**src/rtl/i2s_sched_pkg.sv**
```systemverilog
// Shared constants and helpers for the I2S per-frame sample scheduler.
package i2s_sched_pkg;
  localparam int SAMPLE_W  = 16;
  localparam int DEF_DEPTH = 4;

  localparam logic [1:0] MODE_SRC0 = 2'b00;
  localparam logic [1:0] MODE_SRC1 = 2'b01;
  localparam logic [1:0] MODE_MIX  = 2'b10;
  localparam logic [1:0] MODE_MUTE = 2'b11;

  // Stereo pair as stored in the FIFOs: L in the upper half, R in the lower.
  typedef struct packed {
    logic [SAMPLE_W-1:0] l;
    logic [SAMPLE_W-1:0] r;
  } sample_t;

  // Two's-complement add with clamping to the 16-bit range.
  function automatic logic [SAMPLE_W-1:0] sat16(input logic [SAMPLE_W-1:0] a,
                                                input logic [SAMPLE_W-1:0] b);
    logic [SAMPLE_W:0] s;
    s = {a[SAMPLE_W-1], a} + {b[SAMPLE_W-1], b};
    case (s[SAMPLE_W:SAMPLE_W-1])
      2'b01:   return {1'b0, {(SAMPLE_W-1){1'b1}}};
      2'b10:   return {1'b1, {(SAMPLE_W-1){1'b0}}};
      default: return s[SAMPLE_W-1:0];
    endcase
  endfunction
endpackage

```
**src/rtl/i2s_sample_fifo.sv**
```systemverilog
// Per-source sample FIFO; pushes on full and pops on empty are ignored.
module i2s_sample_fifo
  import i2s_sched_pkg::*;
#(
  parameter int DEPTH = DEF_DEPTH,
  parameter int W     = 2 * SAMPLE_W
) (
  input  logic         w_clk,
  input  logic         i_rst_x,
  input  logic         i_push,
  input  logic         i_pop,
  input  logic [W-1:0] i_data,
  output logic [W-1:0] o_head,
  output logic         o_full,
  output logic         o_empty
);
  localparam int AW = $clog2(DEPTH);

  logic [W-1:0]  mem_q [DEPTH];
  logic [AW-1:0] wr_q, rd_q;
  logic [AW:0]   cnt_q;
  logic          do_push, do_pop;

  assign o_full  = (cnt_q == (AW+1)'(DEPTH));
  assign o_empty = (cnt_q == '0);
  assign do_push = i_push && !o_full;
  assign do_pop  = i_pop && !o_empty;
  assign o_head  = mem_q[rd_q];

  // Pointers wrap for free because DEPTH is a power of two.
  always_ff @(posedge w_clk or negedge i_rst_x) begin
    if (!i_rst_x) begin
      wr_q  <= '0;
      rd_q  <= '0;
      cnt_q <= '0;
    end else begin
      if (do_push) wr_q <= wr_q + 1'b1;
      if (do_pop)  rd_q <= rd_q + 1'b1;
      cnt_q <= cnt_q + {{AW{1'b0}}, do_push} - {{AW{1'b0}}, do_pop};
    end
  end

  always_ff @(posedge w_clk) begin
    if (do_push) mem_q[wr_q] <= i_data;
  end
endmodule

```
**src/rtl/i2s_sample_scheduler.sv**
```systemverilog
// Frame-latched L/R sample scheduler for the I2S encoder (bit-clock domain).
// Define I2S_SCHED_MIX_EN to enable saturating mix in mode 10.
module i2s_sample_scheduler
  import i2s_sched_pkg::*;
#(
  parameter int DEPTH  = DEF_DEPTH,
  parameter int UCNT_W = 8
) (
  input  logic              w_clk,
  input  logic              i_rst_x,
  input  logic              i_latch,
  input  logic [1:0]        i_mode,
  input  logic              i_s0_valid,
  input  logic [15:0]       i_s0_l,
  input  logic [15:0]       i_s0_r,
  output logic              o_s0_ready,
  input  logic              i_s1_valid,
  input  logic [15:0]       i_s1_l,
  input  logic [15:0]       i_s1_r,
  output logic              o_s1_ready,
  output logic [15:0]       o_data_l,
  output logic [15:0]       o_data_r,
  output logic [1:0]        o_mode,
  output logic              o_underrun,
  output logic [UCNT_W-1:0] o_underrun_cnt
);
  sample_t     h0, h1, samp_d, data_q;
  logic        f0, f1, e0, e1, urun_d, urun_q;
  logic [1:0]  mode_d, mode_q;
  logic [UCNT_W-1:0] ucnt_q;

  // Both FIFOs pop on every frame edge to keep the sources rate-locked.
  i2s_sample_fifo #(.DEPTH(DEPTH)) u_fifo0 (
    .w_clk(w_clk), .i_rst_x(i_rst_x),
    .i_push(i_s0_valid && o_s0_ready), .i_pop(i_latch),
    .i_data({i_s0_l, i_s0_r}), .o_head(h0), .o_full(f0), .o_empty(e0)
  );
  i2s_sample_fifo #(.DEPTH(DEPTH)) u_fifo1 (
    .w_clk(w_clk), .i_rst_x(i_rst_x),
    .i_push(i_s1_valid && o_s1_ready), .i_pop(i_latch),
    .i_data({i_s1_l, i_s1_r}), .o_head(h1), .o_full(f1), .o_empty(e1)
  );

  assign o_s0_ready = !f0;
  assign o_s1_ready = !f1;

  always_comb begin
    mode_d = i_mode;
`ifndef I2S_SCHED_MIX_EN
    if (i_mode == MODE_MIX) mode_d = MODE_SRC0;
`endif
    samp_d = '0;
    urun_d = 1'b0;
    case (mode_d)
      MODE_SRC0: begin urun_d = e0; if (!e0) samp_d = h0; end
      MODE_SRC1: begin urun_d = e1; if (!e1) samp_d = h1; end
`ifdef I2S_SCHED_MIX_EN
      MODE_MIX: begin
        samp_d.l = sat16(e0 ? '0 : h0.l, e1 ? '0 : h1.l);
        samp_d.r = sat16(e0 ? '0 : h0.r, e1 ? '0 : h1.r);
        urun_d   = e0 || e1;
      end
`endif
      default: ;
    endcase
  end

  always_ff @(posedge w_clk or negedge i_rst_x) begin
    if (!i_rst_x) begin
      data_q <= '0;
      mode_q <= MODE_SRC0;
      urun_q <= 1'b0;
      ucnt_q <= '0;
    end else begin
      urun_q <= i_latch && urun_d;
      if (i_latch) begin
        data_q <= samp_d;
        mode_q <= mode_d;
        if (urun_d && ucnt_q != '1) ucnt_q <= ucnt_q + 1'b1;
      end
    end
  end

  assign o_data_l       = data_q.l;
  assign o_data_r       = data_q.r;
  assign o_mode         = mode_q;
  assign o_underrun     = urun_q;
  assign o_underrun_cnt = ucnt_q;
endmodule

```
**config.mk**
```make
export PLATFORM = sky130hd
export DESIGN_NAME = i2s_sample_scheduler
export DESIGN_NICKNAME = d
export VERILOG_FILES = /design/src/rtl/i2s_sched_pkg.sv /design/src/rtl/i2s_sample_fifo.sv /design/src/rtl/i2s_sample_scheduler.sv
export SDC_FILE = /design/constraint.sdc
export NUM_CORES = 1
export LEC_CHECK = 0
export BUFFER_PORTS_ARGS = -buffer_cell sky130_fd_sc_hd__buf_2
export CAP_MARGIN = 0
export CORE_ASPECT_RATIO = 2
export CORE_UTILIZATION = 50
export CTS_BUF_LIST = sky130_fd_sc_hd__clkbuf_2
export CTS_CLUSTER_DIAMETER = 100
export CTS_CLUSTER_SIZE = 14
export DETAILED_ROUTE_END_ITERATION = 7
export GPL_TIMING_DRIVEN = 0
export PLACE_DENSITY = 0.66
export SETUP_SLACK_MARGIN = 0.3
export SLEW_MARGIN = 15
export SYNTH_ARGS = -nofsm -noshare
export SYNTH_HDL_FRONTEND = slang
export SYNTH_SLANG_ARGS = --single-unit
```
**constraint.sdc**
```tcl
create_clock -name w_clk -period 5.5 [get_ports w_clk]
set_clock_uncertainty 0.1 [all_clocks]
set_input_delay 0.55 -clock w_clk [delete_from_list [all_inputs] [get_ports w_clk]]
set_output_delay 0.55 -clock w_clk [all_outputs]
set_load 0.03 [all_outputs]
```
==> results of run 1 <==
-- cells in the final DEF, fill, tap and decap left out, types with 4 or more instances in the layout --
| cell type | Yosys | routed |
|---|---|---|
| xnor2_1 | 8 | 8 |
| inv_1 | 49 | 49 |
| a22oi_1 | 32 | 32 |
| buf_12 | 0 | 6 |
| mux4_2 | 64 | 64 |
| nand3_1 | 4 | 4 |
| buf_6 | 5 | 5 |
| nand2_1 | 7 | 7 |
| xor2_1 | 7 | 7 |
| buf_4 | 3 | 4 |
| clkbuf_1 | 7 | 7 |
| o21ai_1 | 16 | 16 |
| clkbuf_2 | 0 | 47 |
| o21ai_0 | 18 | 18 |
| nor3_2 | 4 | 4 |
| dfrtp_1 | 57 | 57 |
| dlygate4sd3_1 | 0 | 73 |
| nor2_1 | 4 | 4 |
| ha_1 | 13 | 13 |
| buf_2 | 11 | 125 |
| edfxtp_1 | 256 | 256 |
| and3_2 | 0 | 8 |
-- final timing paths --
path | from | end | slack [ns] | cells after the start
max in group asynchronous | i_rst_x | o_data_l[4] | 3.68 | 4
max | u_fifo0.cnt_q[1] | u_fifo0.cnt_q[2] | 2.93 | 9
max reg2reg | u_fifo0.cnt_q[1] | u_fifo0.cnt_q[2] | 2.93 | 9
min | i_s0_l[3] | u_fifo0.mem_q[0][19] | 0.30 | 2
min in group asynchronous | i_rst_x | o_data_r[6] | 0.58 | 4
min reg2reg | o_data_r[9] | o_data_r[9] | 0.43 | 2
-- registers in the layout, summed over array words and instances, names as in the netlist --
signal / cells
o_data_l: 16
u_fifo1.mem_q: 128
u_fifo0.rd_q: 2
o_underrun_cnt: 8
u_fifo1.rd_q: 2
u_fifo1.wr_q: 2
u_fifo0.wr_q: 2
u_fifo0.cnt_q: 3
u_fifo0.mem_q: 128
o_data_r: 16
o_mode: 2
u_fifo1.cnt_q: 3
o_underrun: 1
-- layer usage --
layer	vias up	part of all wire (%)	global-route usage, %	routed length (µm)
li1	2795	-	-	-
met1	3248	36	23.21	9149
met2	143	57	41.56	14480
met3	49	3.3	2.766	820
met4	0	2.9	8.468	742
met5	-	0	0	0
-- worst max-delay path: stages (launching register included) --
cell     delay, ns
dfrtp_1       0.52
o31ai_1       0.48
inv_1         0.15
ha_1          0.31
inv_1         0.06
ha_1          0.13
inv_1         0.05
fa_1          0.37
xnor2_1       0.20
xnor2_1       0.15
-- final cells by class --
type	instances	area (µm²)
Timing Repair Buffer	197	1511
Clock inverter	1	11.26
Tap cell	283	354.1
Sequential cell	313	9114
Multi-Input combinational cell	206	2499
Inverter	49	183.9
Fill cell	1775	9256
Clock buffer	47	235.2
Antenna cell	1	2.502
Buffer	26	160.2
-- logic make-up after synthesis --
group	Yosys count
AND/OR/NAND/NOR	37
multiplexers	67
flip-flops	313
AO/OA/AOI/OAI	72
adder cells (fa/ha/maj)	15
XOR/XNOR	15
buffers and inverters	75
-- power by group through the flow --
stage | combinational, mW | sequential [mW] | clock, mW
3_3_place_gp | 2.13 | 3.41 | 0
6_report | 2.28 | 3.37 | 0.917
5_1_grt | 2.45 | 3.41 | 1.03
3_5_place_dp | 2.28 | 3.43 | 0
2_1_floorplan | 1.29 | 3.63 | 0
4_1_cts | 2.33 | 3.37 | 0.954
-- through the flow --
stage                     total power, mW  setup slack [ns]  hold WS (ns)  area, µm²  cells
after floorplan                     4.921             3.225        0.1544      11950    594
after global placement              5.540             2.704        0.3946      12880    992
after detailed placement            5.714             2.860        0.3358      13090   1001
after CTS                           6.656             2.867        0.1926      14070   1122
after global routing                6.903             2.790        0.2134      14070   1123
final                               6.564             2.934        0.3000      14070   1123
==> results.yml, run 1 <==
clocking:
  clk_path_buf_depth: 3
  cts_hold_buffers: 73
  post_cts_resized: 0
  clkLatencyLatePin_ns: 0.87
  clock-sinks: 313
  cts_buffers: 26
  htreeDepth: 1
  cts_root_buf: "clkbuf_2"
  cts.clk_slew.worst_paths_ns: 0.26
  post_cts_buffers: 0
  tritoncts: "yes"
die:
  io_pins: 116
  die_y_um: 220.6
  start_util_pct: 51.21
  num_rows: 79
  die-area_um2: 24550
  core_area_um2: 23330
  die_width_um: 111.3
synthesis:
  yosysTopAreaCell: "edfxtp_1"
  synth_top_family_by_area: "multiplexers"
  synth.top_cell.area_share_pct: 64.35
  yosysSeqAreaShare_pct: 76.29
  synthAdderAreaFrac_pct: 1.697
  syn-num-nets: 680
  netlist_instances: 594
  syn-cell-area_um2: 11950
  synth_cell_type_count: 33
  synthSimpleGateAreaFrac_pct: 1.875
  yosysMostFrequentCell: "edfxtp_1"
  synth_edf_count: 256
  synthTopCellsByCount: "edfxtp_1 (256), mux4_2 (64), dfrtp_1 (57)"
  synthXorXnorAreaFrac_pct: 1.100
  synth_ff_type: "edfxtp_1"
  synth.ff_latch_count: 313
  synthArstFlopShare_pct: 18.21
  synthMuxAreaShare_pct: 12.35
  yosys_warnings: 0
  synth_compound_area_share_pct: 3.812
  synth.area.top_cells: "edfxtp_1 (64%), mux4_2 (12%), dfrtp_1 (12%)"
  synth.avg_cell_area_um2: 20.11
setup_path:
  startpoint_type: "flop"
  arrival_ns: 3.28
  cp_data_required_time_ns: 6.22
  crit_fanout: 5
  critical_path_class: "reg -> reg"
  end_kind: "flop"
global_routing:
  grt_overflow: 0
  grt_pass1_wl_mm: 38.46
  grt_pass1_vias: 6819
  grt_max_degree: 47
  grt_usage_pct: 21.32
  antenna_found_initial: 1
power_and_ir_drop:
  seq_power_share_pct: 51.3
  power_density_nw_per_um2: 466.5
  pwr-share-comb_pct: 34.7
  p_leak_nw: 5.223
  irDropWorstVdd_mv: 0.2402
  p_sw_share_pct: 33.72
  p_sw_mw: 2.213
  intPower_mw: 4.351
  power_frac_clock_pct: 14.0
route:
  vias: 6235
  via_per_inst: 5.552
  dr.first_iter.drc_count: 318
  drc: 18
  wl_per_cell_um: 22.43
  ant_nets: 0
  totalWireLength_mm: 25.19
  firstDrtPassIters: 7
placement:
  port_buffers: 115
  dp_hpwl_mm: 16.99
  gp_congestion: 0.7383
timing:
  rsz0062_at_grt: "false"
  finalHoldViolCount: 0
  fin_crit_ns: 2.566
  clock.fmax_mhz: 389.8
  finalCritPeriodShare_pct: 46.65
  setup_viol: 0
  slew_viol_final: 0
  tns_ns: 0
  max_slew_margin_pct: 42.14
  worstMarginPinSlew_ns: 0.8678
layout:
  syn2layout_area_growth_pct: 17.78
  layout-drive-gt1-share_pct: 32.30
  final_nets: 905
  finish.utilization_pct: 60.32
job:
  maxCapViolCount: 0
status:
  status: "finished, violations left"
  failed_checks: "DRC"
min_path:
  hold_path_class: "in -> reg"
(Power assumes the default switching activity.)
==> inputs of run 2 (changes only) <==
==> constraint.sdc (replaced) <==
create_clock -name w_clk -period 2.44 [get_ports w_clk]
set_clock_uncertainty 0.1 [all_clocks]
set_input_delay 0.244 -clock w_clk [delete_from_list [all_inputs] [get_ports w_clk]]
set_output_delay 0.244 -clock w_clk [all_outputs]
set_load 0.03 [all_outputs]
==> run 2 against run 1 <==
Compared with the run above: the flow still finishes with violations (DRC); critical endpoint is now u_fifo1.cnt_q[2]; sequential share of layout area down 3.5 points; largest cell class unchanged; global-route usage increased by 1.0 points; clock power is 130% higher; combinational power increased by 140%; count of clock-buffer cells in the layout did not move.
==> results.yml, run 2 (synthesis results as in run 1) <==
clocking:
  clk_path_buf_depth: 3
  cts_buffers: 26
  tritoncts: "yes"
  cts.clk_slew.worst_paths_ns: 0.27
  clock-sinks: 313
  htreeDepth: 1
  cts_root_buf: "clkbuf_2"
  clkLatencyLatePin_ns: 0.91
placement:
  port_buffers: 115
  gp_congestion: 0.7673
  place_ws_ns: 0.05092
  placed_cells: 997
  dp_hpwl_mm: 16.55
global_routing:
  antenna_found_initial: 1
  grt_usage_pct: 22.34
  grt_overflow: 0
  grt_pass1_wl_mm: 40.44
  grt_max_degree: 51
  grt_pass1_vias: 7260
route:
  wl_per_cell_um: 22.05
  ant_nets: 0
  totalWireLength_mm: 26.41
  firstDrtPassIters: 8
  drc: 18
  dr.first_iter.drc_count: 390
  vias: 6566
  via_per_inst: 5.481
setup_path:
  critical_path_class: "reg -> reg"
  crit_fanout: 3
  r2r_start: "u_fifo1.cnt_q[2]"
  cp_data_required_time_ns: 3.16
  startpoint_type: "flop"
  arrival_ns: 2.90
  ff2ff_path_depth: 9
  r2r_slack_ns: 0.26
  end_kind: "flop"
  r2r_end: "u_fifo1.cnt_q[2]"
power_and_ir_drop:
  irDropWorstVdd_mv: 0.5364
  seq_power_share_pct: 50.3
  p_leak_nw: 5.549
  p_sw_mw: 5.150
  intPower_mw: 10.05
  p_sw_share_pct: 33.89
  pwr-share-comb_pct: 36.0
  power_density_nw_per_um2: 1021
  power_frac_clock_pct: 13.8
layout:
  final_cell_mix: "edfxtp_1 (256), dlygate4sd3_1 (139), buf_2 (123), mux4_2 (64), dfrtp_1 (52)"
  final_nets: 980
  layout_commonest_cell: "edfxtp_1"
  syn2layout_area_growth_pct: 24.53
  fillers: 1682
  layout-drive-gt1-share_pct: 33.15
  fin_cells: 1198
  reg_top3: "u_fifo0.mem_q (128), u_fifo1.mem_q (128)"
timing:
  finalCritPeriodShare_pct: 89.41
  max_slew_margin_pct: 35.72
  fin_crit_ns: 2.182
  clock.fmax_mhz: 458.4
  slew_viol_final: 0
  rsz0062_at_grt: "true"
  layout_setup_ws_ns: 0.2585
  finalHoldViolCount: 0
  setup_viol: 0
  worstMarginPinSlew_ns: 0.9642
die:
  die_y_um: 220.6
  core_area_um2: 23330
  die-area_um2: 24550
  io_pins: 116
  num_rows: 79
  die_width_um: 111.3
  start_util_pct: 51.21
min_path:
  min_from: "i_s0_valid"
  whs_endpoint: "u_fifo0.wr_q[0]"
  hold_path_class: "in -> reg"
  hold_depth: 4
status:
  status: "finished, violations left"
  failed_checks: "DRC"
job:
  maxCapViolCount: 0
==> run 2: power groups by stage <==
stage                     Combinational (mW)  Sequential [mW]  Clock, mW
after global routing                    5.88             7.74       2.33
after CTS                               5.45             7.63       2.17
final                                   5.47             7.64       2.09
after detailed placement                5.08             7.77          0
after global placement                  4.79             7.69          0
after floorplan                         2.93             8.18          0
==> run 2: final cells by class <==
cell class / instances / area, µm² / share of cell area [%]
tap: 283 / 354.1 / 2.380
clock buffer: 47 / 235.2 / 1.581
inverter: 49 / 183.9 / 1.236
sequential: 313 / 9120 / 61.30
multi-input combinational: 206 / 2590 / 17.41
clock inverter: 1 / 11.26 / 0.07569
antenna: 1 / 2.502 / 0.01682
timing repair buffer: 272 / 2217 / 14.90
buffer: 26 / 162.7 / 1.093
==> run 2: worst max-delay path by stage <==
stage / startpoint / to / slack, ns
finish: u_fifo1.cnt_q[2] / u_fifo1.cnt_q[2] / 0.26
detailed placement: u_fifo0.cnt_q[1] / u_fifo0.cnt_q[2] / 0.05
global route: u_fifo1.cnt_q[2] / u_fifo1.cnt_q[2] / 0.17
floorplan: u_fifo0.cnt_q[1] / u_fifo0.cnt_q[2] / 0.23
CTS: u_fifo0.cnt_q[1] / o_s0_ready / 0.21
global placement: u_fifo1.cnt_q[1] / u_fifo1.mem_q[2][17] / -0.35
==> run 2: metrics by stage <==
step                      setup TNS [ns]  cell area (µm²)  hold slack [ns]  util (%)  power, mW
after detailed placement               0            13040        -0.004716     55.91      12.85
after global placement            -41.82            12900           0.3545     55.29      12.49
after floorplan                        0            11970          -0.1516         -      11.11
final                                  0            14880           0.2407     63.77      15.20
after CTS                              0            14810           0.1198     63.47      15.25
after global routing                   0            14880           0.1788     63.77      15.95
==> run 2: worst max-delay path, cell delays in order (launching register included) <==
cell and delay [ns]:
dfrtp_2 0.47, buf_4 0.15, nor3_4 0.16, nor2b_4 0.08, ha_1 0.28, inv_1 0.04, ha_1 0.19, fa_2 0.36
xor2_2 0.16, xnor2_1 0.12
==> run 2: timing repair <==
item / in CTS / in global routing
cloned: 0 / 0
setup buffers: 10 / 3
hold endpoints to repair: 429 / 0
hold buffers: 139 / 0
setup endpoints to repair: 134 / 107
pin swaps: 6 / 6
gates resized for setup: 18 / 14
==> run 2: metal layers <==
metal | track usage, % | up-vias | wire length, µm
met2 | 43.46 | 184 | 15140
met4 | 9.189 | 0 | 829
met1 | 24.51 | 3388 | 9452
li1 | - | 2950 | -
met3 | 2.575 | 44 | 989
met5 | 0 | - | 0
